### config.mk
export PLATFORM = sky130hd
export DESIGN_NAME = paddle_hub
export DESIGN_NICKNAME = d
export VERILOG_FILES = /design/src/rtl/paddle_pkg.sv /design/src/rtl/paddle_hub_ch.sv /design/src/rtl/paddle_hub.sv
export SDC_FILE = /design/constraint.sdc
export NUM_CORES = 1
export LEC_CHECK = 0
export BUFFER_PORTS_ARGS = -buffer_cell sky130_fd_sc_hd__buf_2
export CAP_MARGIN = 20
export CORE_MARGIN = 3
export CORE_UTILIZATION = 25
export CTS_CLUSTER_SIZE = 16
export DETAILED_ROUTE_END_ITERATION = 16
export PLACE_DENSITY = 0.39
export SYNTH_ARGS = -nofsm -noshare
export SYNTH_HDL_FRONTEND = slang
export SYNTH_SLANG_ARGS = --single-unit
### constraint.sdc
create_clock -name clk -period 12.95 [get_ports clk]
set_input_delay 1.9425 -clock clk [delete_from_list [all_inputs] [get_ports clk]]
set_output_delay 1.9425 -clock clk [all_outputs]
set_load 0.005 [all_outputs]
### src/rtl/paddle_pkg.sv
// Shared types and helpers for the multi-channel paddle hub.
package paddle_pkg;

  typedef enum logic [1:0] {
    SRC_PADDLE = 2'd0,
    SRC_STICK  = 2'd1,
    SRC_MOUSE  = 2'd2
  } src_e;

  localparam int ACC_MIN = -128;
  localparam int ACC_MAX = 127;

  // Clamp a 9-bit signed sum back into the 8-bit accumulator range.
  function automatic logic signed [7:0] sat9(input logic signed [8:0] v);
    logic signed [7:0] r;
    if (v > 9'(ACC_MAX)) begin
      r = 8'(ACC_MAX);
    end else if (v < 9'(ACC_MIN)) begin
      r = 8'(ACC_MIN);
    end else begin
      r = v[7:0];
    end
    return r;
  endfunction

endpackage

### src/rtl/paddle_hub_ch.sv
// One controller channel: source arbitration, axis select, mouse
// accumulators, target register and analog/fire output registers.
// Optional output slew limiting is enabled by defining SLEW_LIMIT_EN.
module paddle_hub_ch
  import paddle_pkg::*;
#(
  parameter int STICK_THRESH = 100,
  parameter int SLEW_STEP    = 4
) (
  input  logic              clk,
  input  logic              reset,
  input  logic              inv,
  input  logic              recenter,
  input  logic              mouse_ev,
  input  logic              mouse_sel,
  input  logic [1:0]        mouse_btn,
  input  logic signed [8:0] dx,
  input  logic signed [8:0] dy,
  input  logic              stick_btn,
  input  logic              paddle_btn,
  input  logic [15:0]       joy,
  input  logic [7:0]        paddle,
  input  logic              tick,
  output logic [7:0]        a_out,
  output logic              b_out,
  output logic [1:0]        src
);

  src_e              src_r, src_s;
  logic              xy_r, xy_s;
  logic signed [7:0] mx_r, my_r, mx_s, my_s;
  logic signed [8:0] sum_x_s, sum_y_s;
  logic [7:0]        target_r, target_s;
  logic              b_r, b_s;
  logic [7:0]        a_r;
  logic              stick_x_hit_s, stick_y_hit_s;
  logic              own_event_s;

  assign own_event_s   = mouse_ev & mouse_sel;
  assign stick_x_hit_s = ~joy[7]  & (joy[7:0]  > 8'(STICK_THRESH));
  assign stick_y_hit_s = ~joy[15] & (joy[15:8] > 8'(STICK_THRESH));
  assign sum_x_s       = {mx_r[7], mx_r} + dx;
  assign sum_y_s       = {my_r[7], my_r} + dy;

  // Next-state for accumulators, source, axis, target and fire.
  always_comb begin
    mx_s     = mx_r;
    my_s     = my_r;
    src_s    = src_r;
    xy_s     = xy_r;
    target_s = target_r;
    b_s      = 1'b0;

    // Recenter wins over a same-cycle mouse add.
    if (recenter) begin
      mx_s = 8'sd0;
      my_s = 8'sd0;
    end else if (own_event_s) begin
      mx_s = sat9(sum_x_s);
      my_s = sat9(sum_y_s);
    end else begin
      mx_s = mx_r;
      my_s = my_r;
    end

    if (paddle_btn) begin
      src_s = SRC_PADDLE;
    end else if (stick_btn) begin
      src_s = SRC_STICK;
    end else if (own_event_s) begin
      src_s = SRC_MOUSE;
    end else begin
      src_s = src_r;
    end

    // X selection (xy=0) wins when both axis requests are present.
    case (src_s)
      SRC_MOUSE: begin
        if (mouse_sel && mouse_btn[0]) begin
          xy_s = 1'b0;
        end else if (mouse_sel && mouse_btn[1]) begin
          xy_s = 1'b1;
        end else begin
          xy_s = xy_r;
        end
      end
      SRC_STICK: begin
        if (stick_x_hit_s) begin
          xy_s = 1'b0;
        end else if (stick_y_hit_s) begin
          xy_s = 1'b1;
        end else begin
          xy_s = xy_r;
        end
      end
      default: xy_s = xy_r;
    endcase

    case (src_s)
      SRC_STICK: begin
        target_s = xy_s ? joy[15:8] : joy[7:0];
        b_s      = stick_btn;
      end
      SRC_MOUSE: begin
        target_s = xy_s ? my_s : mx_s;
        b_s      = mouse_sel & (|mouse_btn);
      end
      default: begin
        target_s = {~paddle[7], paddle[6:0]};
        b_s      = paddle_btn;
      end
    endcase
  end

  // Channel state and first pipeline stage.
  always_ff @(posedge clk or posedge reset) begin
    if (reset) begin
      src_r    <= SRC_PADDLE;
      xy_r     <= 1'b0;
      mx_r     <= 8'sd0;
      my_r     <= 8'sd0;
      target_r <= 8'h00;
      b_r      <= 1'b0;
    end else begin
      src_r    <= src_s;
      xy_r     <= xy_s;
      mx_r     <= mx_s;
      my_r     <= my_s;
      target_r <= target_s;
      b_r      <= b_s;
    end
  end

`ifdef SLEW_LIMIT_EN
  localparam logic [7:0] STEP8 = 8'(SLEW_STEP);

  logic [7:0] want_s, dist_s, move_s, slew_s;

  // Step toward the (possibly inverted) target without overshoot.
  always_comb begin
    want_s = target_r ^ {8{inv}};
    dist_s = 8'h00;
    move_s = 8'h00;
    slew_s = a_r;
    if (want_s > a_r) begin
      dist_s = want_s - a_r;
      move_s = (dist_s > STEP8) ? STEP8 : dist_s;
      slew_s = a_r + move_s;
    end else begin
      dist_s = a_r - want_s;
      move_s = (dist_s > STEP8) ? STEP8 : dist_s;
      slew_s = a_r - move_s;
    end
  end

  // Analog output only moves on a slew tick.
  always_ff @(posedge clk or posedge reset) begin
    if (reset) begin
      a_r <= 8'h00;
    end else if (tick) begin
      a_r <= slew_s;
    end else begin
      a_r <= a_r;
    end
  end
`else
  logic unused_slew;
  assign unused_slew = ^{tick, SLEW_STEP};

  // Analog output follows the target one clock later.
  always_ff @(posedge clk or posedge reset) begin
    if (reset) begin
      a_r <= 8'h00;
    end else begin
      a_r <= target_r ^ {8{inv}};
    end
  end
`endif

  assign a_out = a_r;
  assign b_out = b_r;
  assign src   = src_r;

endmodule

### src/rtl/paddle_hub.sv
// Multi-channel paddle hub: routes paddle, stick or PS/2 mouse input to
// NUM_CH console paddle ports. Define SLEW_LIMIT_EN for the output slew
// limiter (SLEW_STEP per tick, one tick every SLEW_DIV clocks).
module paddle_hub
  import paddle_pkg::*;
#(
  parameter int NUM_CH         = 4,
  parameter int MOUSE_STEP_MAX = 10,
  parameter int STICK_THRESH   = 100,
  parameter int SLEW_STEP      = 4,
  parameter int SLEW_DIV       = 256
) (
  input  logic                  clk,
  input  logic                  reset,
  input  logic                  inv,
  input  logic                  recenter,
  input  logic [((NUM_CH > 1) ? $clog2(NUM_CH) : 1)-1:0] mouse_ch,
  input  logic [NUM_CH-1:0]     stick_btn,
  input  logic [NUM_CH-1:0]     paddle_btn,
  input  logic [NUM_CH*16-1:0]  joy_a,
  input  logic [NUM_CH*8-1:0]   paddle,
  input  logic [24:0]           ps2_mouse,
  output logic [NUM_CH*8-1:0]   a_out,
  output logic [NUM_CH-1:0]     b_out,
  output logic [NUM_CH*2-1:0]   src
);

  localparam int CW = (NUM_CH > 1) ? $clog2(NUM_CH) : 1;
  localparam logic signed [8:0] STEP_POS = 9'(MOUSE_STEP_MAX);
  localparam logic signed [8:0] STEP_NEG = -9'(MOUSE_STEP_MAX);

  logic              old_stb_r;
  logic              mouse_ev_s;
  logic signed [8:0] dx_raw_s, dy_raw_s, dx_s, dy_s;
  logic [NUM_CH-1:0] sel_s;
  logic              tick_s;

  function automatic logic signed [8:0] clamp_delta(input logic signed [8:0] v);
    logic signed [8:0] r;
    if (v > STEP_POS) begin
      r = STEP_POS;
    end else if (v < STEP_NEG) begin
      r = STEP_NEG;
    end else begin
      r = v;
    end
    return r;
  endfunction

  // Remember the last packet strobe level; any change is a new packet.
  always_ff @(posedge clk or posedge reset) begin
    if (reset) begin
      old_stb_r <= 1'b0;
    end else begin
      old_stb_r <= ps2_mouse[24];
    end
  end

  assign mouse_ev_s = ps2_mouse[24] ^ old_stb_r;

  // Halve the raw deltas with the packet sign and clamp per packet.
  always_comb begin
    dx_raw_s = {ps2_mouse[4], ps2_mouse[4], ps2_mouse[15:9]};
    dy_raw_s = {ps2_mouse[5], ps2_mouse[5], ps2_mouse[23:17]};
    dx_s     = clamp_delta(dx_raw_s);
    dy_s     = clamp_delta(dy_raw_s);
  end

  logic unused_bits;

`ifdef SLEW_LIMIT_EN
  localparam int DW = $clog2(SLEW_DIV);
  logic [DW-1:0] div_r;

  assign tick_s = (div_r == DW'(SLEW_DIV - 1));

  // Shared slew divider, wrapping after SLEW_DIV clocks.
  always_ff @(posedge clk or posedge reset) begin
    if (reset) begin
      div_r <= '0;
    end else if (tick_s) begin
      div_r <= '0;
    end else begin
      div_r <= div_r + 1'b1;
    end
  end

  assign unused_bits = ^{ps2_mouse[16], ps2_mouse[8], ps2_mouse[7:6], ps2_mouse[3:2]};
`else
  assign tick_s      = 1'b0;
  assign unused_bits = ^{ps2_mouse[16], ps2_mouse[8], ps2_mouse[7:6], ps2_mouse[3:2], SLEW_DIV};
`endif

  for (genvar i = 0; i < NUM_CH; i++) begin : g_ch
    assign sel_s[i] = (mouse_ch == CW'(i));

    paddle_hub_ch #(
      .STICK_THRESH (STICK_THRESH),
      .SLEW_STEP    (SLEW_STEP)
    ) u_ch (
      .clk        (clk),
      .reset      (reset),
      .inv        (inv),
      .recenter   (recenter),
      .mouse_ev   (mouse_ev_s),
      .mouse_sel  (sel_s[i]),
      .mouse_btn  (ps2_mouse[1:0]),
      .dx         (dx_s),
      .dy         (dy_s),
      .stick_btn  (stick_btn[i]),
      .paddle_btn (paddle_btn[i]),
      .joy        (joy_a[i*16 +: 16]),
      .paddle     (paddle[i*8 +: 8]),
      .tick       (tick_s),
      .a_out      (a_out[i*8 +: 8]),
      .b_out      (b_out[i]),
      .src        (src[i*2 +: 2])
    );
  end

endmodule

==> out/qor.json <==
{
  "run_status": {
    "outcome": "finished clean"
  },
  "worst_setup_path": {
    "crit_arrival_ns": 6.52,
    "cpMaxStageDelayCell": "sky130_fd_sc_hd__or3_1",
    "crit_path_cell_trace": "buf_2, nand4_1, or2_2, ha_1, or3_1, inv_1, fa_1, and3b_1, mux2i_1, a22oi_1, or3_1, maj3_2, a2111oi_2, nor3_1, a22o_1, a221o_1",
    "critPathMaxFanout": 8,
    "critical_path.startpoint_type": "input pin",
    "timing.critical_path.required_ns": 13.27,
    "family_with_the_most_delay_on_the_worst_path": "simple AND/OR/NAND/NOR gates",
    "critical_path.max_stage_delay_ns": 0.56,
    "setup.worst_path.class": "input pin to flip-flop",
    "endpoint_kind": "flip-flop",
    "critical_path.most_common_cell": "sky130_fd_sc_hd__or3_1",
    "timing.critical_path.buf_inv": 2
  },
  "place": {
    "dpl-instance-area_sq_mm": 0.0127,
    "dp_hpwl_mm": 29.2,
    "port_buffers": 172,
    "placer_congestion_estimate": 0.835
  },
  "synth": {
    "ys.flop_type": "sky130_fd_sc_hd__dfrtp_1",
    "ys_seq_area_frac": 0.325,
    "avgSynthCellArea_sq_um": 8.66,
    "synth_enable_flop_cells": 0,
    "synth-async-reset-ratio": 1.00,
    "netlist-cell-type-count": 90,
    "mappedNetlistArea_sq_mm": 0.0112,
    "synth_nets": 1500,
    "yosys_warnings": 0,
    "postSynthRegisterBits": 145,
    "synthTopCellsByCount": "sky130_fd_sc_hd__dfrtp_1, sky130_fd_sc_hd__nor2_1, sky130_fd_sc_hd__nand2_1, sky130_fd_sc_hd__a21oi_1",
    "synth_top_cells_by_area": "sky130_fd_sc_hd__dfrtp_1, sky130_fd_sc_hd__ha_1, sky130_fd_sc_hd__nor2_1",
    "synthCells": 1291,
    "yosys.cell_count.top_type": "sky130_fd_sc_hd__dfrtp_1",
    "netlist.area_leader.share": 0.325,
    "yosysTopAreaCell": "sky130_fd_sc_hd__dfrtp_1"
  },
  "clocking": {
    "cts_post_setup_buffers_inserted": 0,
    "clk_root_buffer_cell": "sky130_fd_sc_hd__clkbuf_16",
    "tritoncts_num_sinks": 145,
    "cts_resized": 0,
    "cts_inserted_buffers": 17,
    "postCtsHoldBufs": 0,
    "cts_max_level": 4,
    "clockBufferDepth": 2,
    "clkSlewWorstSetupHoldPaths_ns": 0.06,
    "clock_latency_ns": 0.44,
    "clock_tree_from_tritoncts": "yes"
  },
  "finish": {
    "area_delta_synth_final_pct": 19.0,
    "multiInputGateArea_sq_mm": 0.00708,
    "number_of_nets_in_the_final_layout": 1650,
    "post-route-util": 0.305,
    "fraction_of_final_layout_cells_sized_beyond_drive_strength_1": 0.183,
    "sequential_cell_area_sq_mm": 0.00363,
    "final_cell_area_sq_mm": 0.0133,
    "nFillCells": 4648,
    "n_antenna_cell": 0
  },
  "pwr": {
    "power_frac_clock": 0.365,
    "swShare": 0.329,
    "totalPowerFinal_mw": 1.48,
    "p_per_area_mw_per_mm2": 111,
    "power.share.combinational": 0.280,
    "power.static_leakage_nw": 6.00,
    "ir_worst_vdd_mv": 0.0723,
    "sequential_group_share_of_total_power": 0.355,
    "internal_power_mw": 0.991,
    "power.switching_mw": 0.485
  },
  "floorplan": {
    "die_width_microns": 217,
    "die-area_sq_mm": 0.0473,
    "placeable_core_area_sq_mm": 0.0436,
    "start_util": 0.256,
    "die-height_microns": 217,
    "rows": 76,
    "io_count": 179
  },
  "routing": {
    "wirelength_mm": 39.0,
    "vias": 10100,
    "drt_first_pass_iters": 4,
    "post_drt_wl_per_cell_microns": 19.1,
    "detail_route.vias_per_cell": 4.96,
    "initialDrtViolationCount": 590,
    "drc_errors": 0,
    "final_antenna_net_count": 0
  },
  "timing": {
    "worst_clock_skew_ns": 0.00899,
    "clock.fmax_ghz": 0.161,
    "final_cycle_utilization_of_the_critical_path": 0.479,
    "final-max-slew-violation-count": 0,
    "setup_tns_ns": 0,
    "finalHoldViolations": 0,
    "timing.slew.headroom": 0.296,
    "rsz0062_at_grt": "no",
    "timing.final.setup_violations": 0,
    "period_needed_ns": 6.20,
    "max_slew.worst_pin.slew_ns": 1.06
  },
  "global_routing": {
    "first_pass_grt_wire_length_mm": 60.3,
    "gr-usage-all-layers": 0.165,
    "grt_antenna_before_repair": 0,
    "grt_overflow": 0,
    "grt_pass1_vias": 10100,
    "grt_start_max_net_pins": 87
  },
  "min_path": {
    "hp-class": "flip-flop to flip-flop"
  },
  "flow_run": {
    "drv_cap": 0
  }
}
worst register-to-register path, delay by kind of cell (launching register included):
| family | cells | cell delay (ns) |
|---|---|---|
| xor gates and xnor gates | 1 | 0.15 |
| AOI/OAI and AO/OA | 4 | 1.93 |
| and+or+nand+nor | 1 | 0.69 |
| adders and majority gates | 1 | 0.39 |
| buffers and inverters | 3 | 0.93 |
| DFF | 1 | 0.37 |
registers in the layout (all words and copies together), names as in the netlist:
name,count
old_stb_r,1
g_ch.u_ch.mx_r,32
g_ch.u_ch.my_r,32
g_ch.u_ch.b_out,4
g_ch.u_ch.target_r,32
g_ch.u_ch.src,8
g_ch.u_ch.a_out,32
g_ch.u_ch.xy_r,4
layer usage:
metal | vias up | global-route usage | wire length [microns]
met5 | - | 0 | 0
met4 | 0 | 0.0383 | 503
li1 | 5018 | - | -
met3 | 21 | 0.0281 | 1490
met2 | 201 | 0.273 | 18200
met1 | 4865 | 0.225 | 18800
power by group through the flow:
stage | clock network (mW) | registers, mW | logic, mW
final | 0.538 | 0.524 | 0.414
after global routing | 0.572 | 0.529 | 0.463
after CTS | 0.553 | 0.524 | 0.418
after detailed placement | 0 | 0.532 | 0.416
after global placement | 0 | 0.532 | 0.416
after floorplan | 0 | 0.524 | 0.280
logic make-up after synthesis:
family / share of synthesized area
AOI/OAI and AO/OA: 0.235
xor gates and xnor gates: 0.0643
adders and majority gates: 0.105
buffers and inverters: 0.0446
DFF: 0.325
muxes: 0.0390
and+or+nand+nor: 0.188
cell usage in the layout (no fill, tap or decap), types with 14 or more instances in the layout:
cell type / count
sky130_fd_sc_hd__a211oi_1: 22
sky130_fd_sc_hd__a21o_1: 14
sky130_fd_sc_hd__a21oi_1: 80
sky130_fd_sc_hd__a31oi_1: 24
sky130_fd_sc_hd__buf_2: 172
sky130_fd_sc_hd__buf_4: 15
sky130_fd_sc_hd__clkbuf_16: 17
sky130_fd_sc_hd__dfrtp_1: 145
sky130_fd_sc_hd__ha_1: 66
sky130_fd_sc_hd__inv_1: 65
sky130_fd_sc_hd__maj3_1: 15
sky130_fd_sc_hd__mux2i_1: 39
sky130_fd_sc_hd__nand2_1: 96
sky130_fd_sc_hd__nand2b_1: 18
sky130_fd_sc_hd__nand3_1: 29
sky130_fd_sc_hd__nor2_1: 141
sky130_fd_sc_hd__nor3_1: 42
sky130_fd_sc_hd__o211ai_1: 20
sky130_fd_sc_hd__o21ai_0: 48
sky130_fd_sc_hd__o21ai_1: 16
sky130_fd_sc_hd__o31ai_1: 14
sky130_fd_sc_hd__xnor2_1: 37
sky130_fd_sc_hd__xor2_1: 45
stage by stage:
stage / instances / worst slack [ns] / hold WS [ns]
2_1_floorplan: 1291 / 7.10 / 0.417
3_3_place_gp: 2007 / 6.17 / 0.417
3_5_place_dp: 2007 / 6.16 / 0.423
4_1_cts: 2038 / 6.63 / 0.431
5_1_grt: 2038 / 6.39 / 0.445
6_report: 2038 / 6.75 / 0.428
worst paths after layout:
path,start,end,slack [ns],cells past startpoint
setup / recovery,ps2_mouse[5],g_ch[2].u_ch.target_r[0],6.75,16
hold / removal,g_ch[2].u_ch.target_r[0],g_ch[2].u_ch.a_out[0],0.43,1
setup reg to reg,old_stb_r,g_ch[2].u_ch.target_r[0],8.36,10
hold reg to reg,g_ch[2].u_ch.target_r[0],g_ch[2].u_ch.a_out[0],0.43,1
max in group asynchronous,reset,g_ch[3].u_ch.src[0],9.95,3
min in group asynchronous,reset,g_ch[2].u_ch.a_out[0],1.62,2
layout make-up:
class / count / share of cell area
clock buffer: 22 / 0.0349
inverter: 67 / 0.0193
multi-input combinational: 1023 / 0.533
sequential: 145 / 0.273
clock inverter: 9 / 0.0118
tap: 585 / 0.0551
timing repair buffer: 187 / 0.0732
Note: power is estimated with default switching activity, not from simulation.
